$ cat config.mk
export PLATFORM = sky130hd
export DESIGN_NAME = store_trace_buffer_flat
export DESIGN_NICKNAME = d
export VERILOG_FILES = /design/src/rtl/store_trace_buffer_if.sv /design/src/rtl/store_trace_buffer.sv /design/src/flat_wrapper.sv
export SDC_FILE = /design/constraint.sdc
export NUM_CORES = 1
export LEC_CHECK = 0
export ABC_CLOCK_PERIOD_IN_PS = 6600
export BUFFER_PORTS_ARGS = -buffer_cell sky130_fd_sc_hd__buf_4
export CAP_MARGIN = 10
export CORE_ASPECT_RATIO = 1.5
export CORE_UTILIZATION = 55
export DETAILED_ROUTE_END_ITERATION = 7
export MAX_ROUTING_LAYER = met4
export PLACE_DENSITY = 0.72
export REMOVE_ABC_BUFFERS = 1
export SLEW_MARGIN = 10
export SYNTH_ARGS = -nofsm -noshare
export SYNTH_HDL_FRONTEND = slang
export SYNTH_SLANG_ARGS = --single-unit
$ cat constraint.sdc
create_clock -name clk -period 6.6 [get_ports clk]
set_clock_uncertainty 0.1 [all_clocks]
set_input_delay 0.99 -clock clk [delete_from_list [all_inputs] [get_ports clk]]
set_output_delay 0.99 -clock clk [all_outputs]
set_load 0.005 [all_outputs]
$ cat src/rtl/store_trace_buffer_if.sv
`default_nettype none
// ============================================================================
//  Module      : store_trace_buffer_if
//  Description : Bundles the signals of store_trace_buffer:
//                - store bus (observed RAM writes)
//                - trace control (arm, trigger, capture window)
//                - read-out port and status
//                Master modport: the controlling side. Slave modport: the
//                trace buffer.
//  Revision    : 1.0 - initial release
// ============================================================================
interface store_trace_buffer_if #(
  parameter int ADDR_W = 16,
  parameter int DATA_W = 16,
  parameter int DEPTH  = 16
);
  localparam int CNT_W = $clog2(DEPTH) + 1;

  // observed store bus
  logic              mem_we;
  logic [ADDR_W-1:0] mem_addr;
  logic [DATA_W-1:0] mem_wdata;
  logic [15:0]       pc;

  // trace control
  logic              arm;
  logic              trig;
  logic [ADDR_W-1:0] win_lo;
  logic [ADDR_W-1:0] win_hi;

  // read-out port
  logic              rd_req;
  logic              rd_valid;
  logic [ADDR_W-1:0] rd_addr;
  logic [DATA_W-1:0] rd_data;
  logic [15:0]       rd_pc;

  // status
  logic [CNT_W-1:0]  count;
  logic [1:0]        state;
  logic              overflow;

  modport master (
    output mem_we, mem_addr, mem_wdata, pc, arm, trig, win_lo, win_hi, rd_req,
    input  rd_valid, rd_addr, rd_data, rd_pc, count, state, overflow
  );

  modport slave (
    input  mem_we, mem_addr, mem_wdata, pc, arm, trig, win_lo, win_hi, rd_req,
    output rd_valid, rd_addr, rd_data, rd_pc, count, state, overflow
  );
endinterface
`default_nettype wire

$ cat src/rtl/store_trace_buffer.sv
`default_nettype none
// ============================================================================
//  Module      : store_trace_buffer
//  Description : Circular trace of datapath RAM stores (address, data, pc).
//                arm clears and starts capture; trig starts a post-trigger
//                countdown after which capture freezes and the buffer can be
//                popped oldest-first.
//
//                Build option:
//                STORE_TRACE_WINDOW_EN
//                  - restricts capture to stores with win_lo <= addr <= win_hi
//                  - when undefined, every store qualifies
//  Revision    : 1.0 - initial release
// ============================================================================
module store_trace_buffer #(
  parameter int ADDR_W    = 16,
  parameter int DATA_W    = 16,
  parameter int DEPTH     = 16,
  parameter int POST_TRIG = 4
) (
  input wire clk,
  input wire reset,
  store_trace_buffer_if.slave bus
);
  localparam int PTR_W = $clog2(DEPTH);
  localparam int CNT_W = $clog2(DEPTH) + 1;

  localparam logic [CNT_W-1:0] C_FULL      = CNT_W'(DEPTH);
  localparam logic [PTR_W-1:0] C_POST_INIT = PTR_W'(POST_TRIG);
  localparam logic [PTR_W-1:0] C_POST_LAST = PTR_W'(1);

  typedef enum logic [1:0] {
    ST_IDLE  = 2'd0,
    ST_ARMED = 2'd1,
    ST_POST  = 2'd2,
    ST_DONE  = 2'd3
  } state_t;

  state_t            state_q, state_d;
  logic [PTR_W-1:0]  wr_ptr_q, wr_ptr_d;
  logic [PTR_W-1:0]  rd_ptr_q, rd_ptr_d;
  logic [CNT_W-1:0]  count_q, count_d;
  logic [PTR_W-1:0]  post_cnt_q, post_cnt_d;
  logic              overflow_q, overflow_d;
  logic              rd_valid_q, rd_valid_d;
  logic [ADDR_W-1:0] rd_addr_q, rd_addr_d;
  logic [DATA_W-1:0] rd_data_q, rd_data_d;
  logic [15:0]       rd_pc_q, rd_pc_d;

  logic              win_hit;
  logic              wr_en;

  // trace storage: contents are never observable while count is zero
  logic [ADDR_W-1:0] buf_addr_q [DEPTH];
  logic [DATA_W-1:0] buf_data_q [DEPTH];
  logic [15:0]       buf_pc_q   [DEPTH];

`ifdef STORE_TRACE_WINDOW_EN
  // inclusive unsigned window; an inverted window matches nothing
  assign win_hit = (bus.mem_addr >= bus.win_lo) && (bus.mem_addr <= bus.win_hi);
`else
  logic unused_win;
  assign win_hit    = 1'b1;
  assign unused_win = ^{bus.win_lo, bus.win_hi};
`endif

  // next-state, capture and pop decisions
  always_comb begin
    state_d    = state_q;
    wr_ptr_d   = wr_ptr_q;
    rd_ptr_d   = rd_ptr_q;
    count_d    = count_q;
    post_cnt_d = post_cnt_q;
    overflow_d = overflow_q;
    rd_valid_d = 1'b0;
    rd_addr_d  = rd_addr_q;
    rd_data_d  = rd_data_q;
    rd_pc_d    = rd_pc_q;
    wr_en      = 1'b0;

    if (bus.arm) begin
      // arm wins over everything else on the same cycle
      state_d    = ST_ARMED;
      wr_ptr_d   = '0;
      rd_ptr_d   = '0;
      count_d    = '0;
      post_cnt_d = '0;
      overflow_d = 1'b0;
    end else begin
      if ((state_q == ST_ARMED || state_q == ST_POST) && bus.mem_we && win_hit) begin
        wr_en    = 1'b1;
        wr_ptr_d = wr_ptr_q + 1'b1;
        if (count_q == C_FULL) begin
          // full: the write lands on the oldest entry, so drop it
          rd_ptr_d   = rd_ptr_q + 1'b1;
          overflow_d = 1'b1;
        end else begin
          count_d = count_q + 1'b1;
        end
      end

      case (state_q)
        ST_IDLE: begin
        end
        ST_ARMED: begin
          // a store on the trigger cycle is captured but not counted
          if (bus.trig) begin
            if (POST_TRIG == 0) begin
              state_d = ST_DONE;
            end else begin
              state_d    = ST_POST;
              post_cnt_d = C_POST_INIT;
            end
          end
        end
        ST_POST: begin
          if (wr_en) begin
            post_cnt_d = post_cnt_q - 1'b1;
            if (post_cnt_q == C_POST_LAST) begin
              state_d = ST_DONE;
            end
          end
        end
        ST_DONE: begin
          if (bus.rd_req && (count_q != '0)) begin
            rd_valid_d = 1'b1;
            rd_addr_d  = buf_addr_q[rd_ptr_q];
            rd_data_d  = buf_data_q[rd_ptr_q];
            rd_pc_d    = buf_pc_q[rd_ptr_q];
            rd_ptr_d   = rd_ptr_q + 1'b1;
            count_d    = count_q - 1'b1;
          end
        end
        default: begin
        end
      endcase
    end
  end

  // control and read-out registers, cleared asynchronously
  always_ff @(posedge clk or negedge reset) begin
    if (!reset) begin
      state_q    <= ST_IDLE;
      wr_ptr_q   <= '0;
      rd_ptr_q   <= '0;
      count_q    <= '0;
      post_cnt_q <= '0;
      overflow_q <= 1'b0;
      rd_valid_q <= 1'b0;
      rd_addr_q  <= '0;
      rd_data_q  <= '0;
      rd_pc_q    <= '0;
    end else begin
      state_q    <= state_d;
      wr_ptr_q   <= wr_ptr_d;
      rd_ptr_q   <= rd_ptr_d;
      count_q    <= count_d;
      post_cnt_q <= post_cnt_d;
      overflow_q <= overflow_d;
      rd_valid_q <= rd_valid_d;
      rd_addr_q  <= rd_addr_d;
      rd_data_q  <= rd_data_d;
      rd_pc_q    <= rd_pc_d;
    end
  end

  // storage write port
  always_ff @(posedge clk) begin
    if (wr_en) begin
      buf_addr_q[wr_ptr_q] <= bus.mem_addr;
      buf_data_q[wr_ptr_q] <= bus.mem_wdata;
      buf_pc_q[wr_ptr_q]   <= bus.pc;
    end
  end

  assign bus.state    = state_q;
  assign bus.count    = count_q;
  assign bus.overflow = overflow_q;
  assign bus.rd_valid = rd_valid_q;
  assign bus.rd_addr  = rd_addr_q;
  assign bus.rd_data  = rd_data_q;
  assign bus.rd_pc    = rd_pc_q;

endmodule
`default_nettype wire
$ cat src/flat_wrapper.sv
// flat-port wrapper written by rule: the top's interface ports become plain ports
module store_trace_buffer_flat 
#(
  parameter int ADDR_W    = 16,
  parameter int DATA_W    = 16,
  parameter int DEPTH     = 16,
  parameter int POST_TRIG = 4
)
  (clk, reset, bus_mem_we, bus_mem_addr, bus_mem_wdata, bus_pc, bus_arm, bus_trig, bus_win_lo, bus_win_hi, bus_rd_req, bus_rd_valid, bus_rd_addr, bus_rd_data, bus_rd_pc, bus_count, bus_state, bus_overflow);
  store_trace_buffer_if #(.ADDR_W(ADDR_W), .DATA_W(DATA_W), .DEPTH(DEPTH)) bus_i ();
  input wire clk;
  input wire reset;
  input wire logic [$bits(bus_i.mem_we)-1:0] bus_mem_we;
  input wire logic [$bits(bus_i.mem_addr)-1:0] bus_mem_addr;
  input wire logic [$bits(bus_i.mem_wdata)-1:0] bus_mem_wdata;
  input wire logic [$bits(bus_i.pc)-1:0] bus_pc;
  input wire logic [$bits(bus_i.arm)-1:0] bus_arm;
  input wire logic [$bits(bus_i.trig)-1:0] bus_trig;
  input wire logic [$bits(bus_i.win_lo)-1:0] bus_win_lo;
  input wire logic [$bits(bus_i.win_hi)-1:0] bus_win_hi;
  input wire logic [$bits(bus_i.rd_req)-1:0] bus_rd_req;
  output wire logic [$bits(bus_i.rd_valid)-1:0] bus_rd_valid;
  output wire logic [$bits(bus_i.rd_addr)-1:0] bus_rd_addr;
  output wire logic [$bits(bus_i.rd_data)-1:0] bus_rd_data;
  output wire logic [$bits(bus_i.rd_pc)-1:0] bus_rd_pc;
  output wire logic [$bits(bus_i.count)-1:0] bus_count;
  output wire logic [$bits(bus_i.state)-1:0] bus_state;
  output wire logic [$bits(bus_i.overflow)-1:0] bus_overflow;
  assign bus_i.mem_we = bus_mem_we;
  assign bus_i.mem_addr = bus_mem_addr;
  assign bus_i.mem_wdata = bus_mem_wdata;
  assign bus_i.pc = bus_pc;
  assign bus_i.arm = bus_arm;
  assign bus_i.trig = bus_trig;
  assign bus_i.win_lo = bus_win_lo;
  assign bus_i.win_hi = bus_win_hi;
  assign bus_i.rd_req = bus_rd_req;
  assign bus_rd_valid = bus_i.rd_valid;
  assign bus_rd_addr = bus_i.rd_addr;
  assign bus_rd_data = bus_i.rd_data;
  assign bus_rd_pc = bus_i.rd_pc;
  assign bus_count = bus_i.count;
  assign bus_state = bus_i.state;
  assign bus_overflow = bus_i.overflow;
  store_trace_buffer #(.ADDR_W(ADDR_W), .DATA_W(DATA_W), .DEPTH(DEPTH), .POST_TRIG(POST_TRIG)) u_core (.clk(clk), .reset(reset), .bus(bus_i));
endmodule
==> metrics.cfg <==
[cells_and_area]
num-nets-final=1657
fin_util=0.630
mostFrequentLayoutCell=edfxtp_1
final_area_um2=36400
area_delta_synth_final_pct=13.3
finalNonFillerCells=2391
n_fill_cell=3802
final_cell_mix=768 x edfxtp_1, 185 x mux4_2, 135 x buf_4
layout-drive-gt1-share=0.340

[setup_path]
slowest_stage=nor2_4
critical_path_class=reg2reg
cpPeakStageDelay_ns=0.96
cp_max_fo=25
cp.required_ns=6.72
path_cells=inv_1, ha_1, nand2b_1, nor2_1, nand2_1, nor2_4, buf_4
cp.arrival_ns=3.84
end_kind=register
start_kind=register

[synth]
synth_edf_count=768
ys_seq_area_frac=0.772
synth_area_leader_cell=edfxtp_1
synth_cells=1425
yosysWarnings=0
synth_seq_cells=837
synth_cell_types=44
synth.cell_area_um2=32100
synthTopCellsByArea=edfxtp_1 72%, mux4_2 13%, dfrtp_1 5.4%
ys.flop_type=edfxtp_1
synth_top_area_share=0.719
synthArstFlopShare=0.0824
avgSynthCellArea_um2=22.5

[sta]
rsz0062_at_grt=no
period_share=0.563
holdWs_ns=0.279
maxSlewViolCount=0
setup_viol=0
fmax_mhz=269
hold_violations=0
min_period_ns=3.72
tightest_slew_ns=1.15
slew-limit-headroom=0.230

[clock_tree]
hold_buffers=0
postCtsSetupBuffers=0
clock_sinks=837
clk_latency_ns=0.60
root_buffer=clkbuf_16
cts_tree=built
cts_buffers=74
cts.path.max_buffers=3
cts.reportedPaths.clkPinSlew_ns=0.07
ctsHtreeMaxLevel=3
ctsResizeCount=0

[floorplan]
num_rows=108
die_area_um2=59300
start_util=0.556
die_width_um=199
core_um2=57700
boundaryPins=143
die_height_um=298

[route]
ant_nets=0
wl_per_cell_um=27.9
vias=14800
viasPerCell=6.20
dr.pass1.iters=6
drt_iter0_drc=1281
routed_wl_um=66600
post-route-drc-count=0

[outcome]
status=complete, no violations

[worst_hold_path]
worstHoldPathType=in2async

[flow_run]
cap_violations=0

[power]
finalPower_uw=11700
peakVddDrop_v=0.000215
leakage_uw=0.0115
powerDensity_nw_per_um2=323

[grt]
grt_pass1_vias=15700
grt_max_degree=119
grt_antenna_before_repair=1
grt_pass1_wl_um=99800
grt_usage=0.241
gr-total-overflow=0

[placement]
gp_congestion=0.732
dp_hpwl_um=33400
numPortBuffers=110
dp.cells=2253
place_area_um2=33700

[state kept, by name (all words and copies together), names as in the netlist]
signal               count
u_core.buf_addr_q      256
u_core.bus.rd_data      16
u_core.post_cnt_q        4
u_core.buf_pc_q        256
u_core.bus.rd_addr      16
u_core.buf_data_q      256
u_core.wr_ptr_q          4
u_core.bus.rd_valid      1
u_core.bus.rd_pc        16
u_core.bus.overflow      1
u_core.bus.count         5
u_core.rd_ptr_q          4
u_core.bus.state         2
[metal layers]
| layer | up-vias | track usage | wire (µm) |
|---|---|---|---|
| met5 | - | - | 0 |
| met3 | 114 | 0.0311 | 3860 |
| met4 | 0 | 0.0760 | 1670 |
| met1 | 7910 | 0.306 | 25700 |
| li1 | 6272 | - | - |
| met2 | 517 | 0.405 | 35500 |
[path summary, 6_finish.rpt]
kind	depth (start not counted)	slack, ns	endpoint	from
max	7	2.88	u_core.buf_addr_q[13][9]	u_core.bus.state[0]
min	1	0.28	u_core.bus.rd_data[11]	reset
max reg2reg	7	2.88	u_core.buf_addr_q[13][9]	u_core.bus.state[0]
min reg2reg	1	0.41	u_core.bus.overflow	u_core.bus.overflow
max in group asynchronous	2	4.89	u_core.rd_ptr_q[2]	reset
min in group clk	1	0.41	u_core.bus.overflow	u_core.bus.overflow
[final cells by class]
class | count | area [µm²] | area share
diodes | 1 | 2.50 | 0.0000688
clock buffers | 102 | 2150 | 0.0592
clock inverters | 35 | 536 | 0.0147
inverters | 11 | 43.8 | 0.00120
multi-input cells | 497 | 6790 | 0.187
flip-flops and latches | 837 | 24800 | 0.682
well taps | 770 | 963 | 0.0265
repair buffers | 138 | 1070 | 0.0295
[worst max-delay path: cells and delay by family (launching register included)]
family                   cells  cell delay [ns]
buffers and inverters        2             0.67
flip-flops                   1             0.41
adder cells (fa/ha/maj)      1             0.30
AND/OR/NAND/NOR              4             1.82
[cell usage after synthesis (2+ instances only)]
master	count
edfxtp_1	768
mux4_2	185
dfrtp_1	69
o22ai_1	69
mux2_2	48
a21oi_1	47
buf_2	39
o22ai_2	28
nor2_1	27
clkbuf_1	21
nand2_1	17
ha_1	12
inv_1	10
buf_12	9
a21oi_2	7
buf_6	7
mux4_1	7
nor3_1	6
xor2_1	6
xnor2_1	5
nand2b_1	4
nand4_1	4
a211oi_1	3
buf_8	3
mux2i_1	2
o21a_1	2
o31ai_1	2
o32ai_1	2
[per-stage QoR]
stage                     setup slack (ns)  TNS, ns
after global placement                2.74        0
final                                 2.88        0
after CTS                             2.83        0
after detailed placement              2.63        0
after floorplan                      -2.19   -96.75
after global routing                  2.69        0
[cell families after synthesis]
group	share of synthesized area
flops	0.772
mux	0.153
compound gates	0.0371
buf+inv	0.0196
simple gates	0.0103
fa+ha+maj	0.00468
xor+xnor	0.00300
[power by group]
group | internal (µW) | switching, µW
registers | 5990 | 172
clock network | 2840 | 1850
logic | 468 | 421
total | 9300 | 2440
Power figures use the tool's default switching activity.
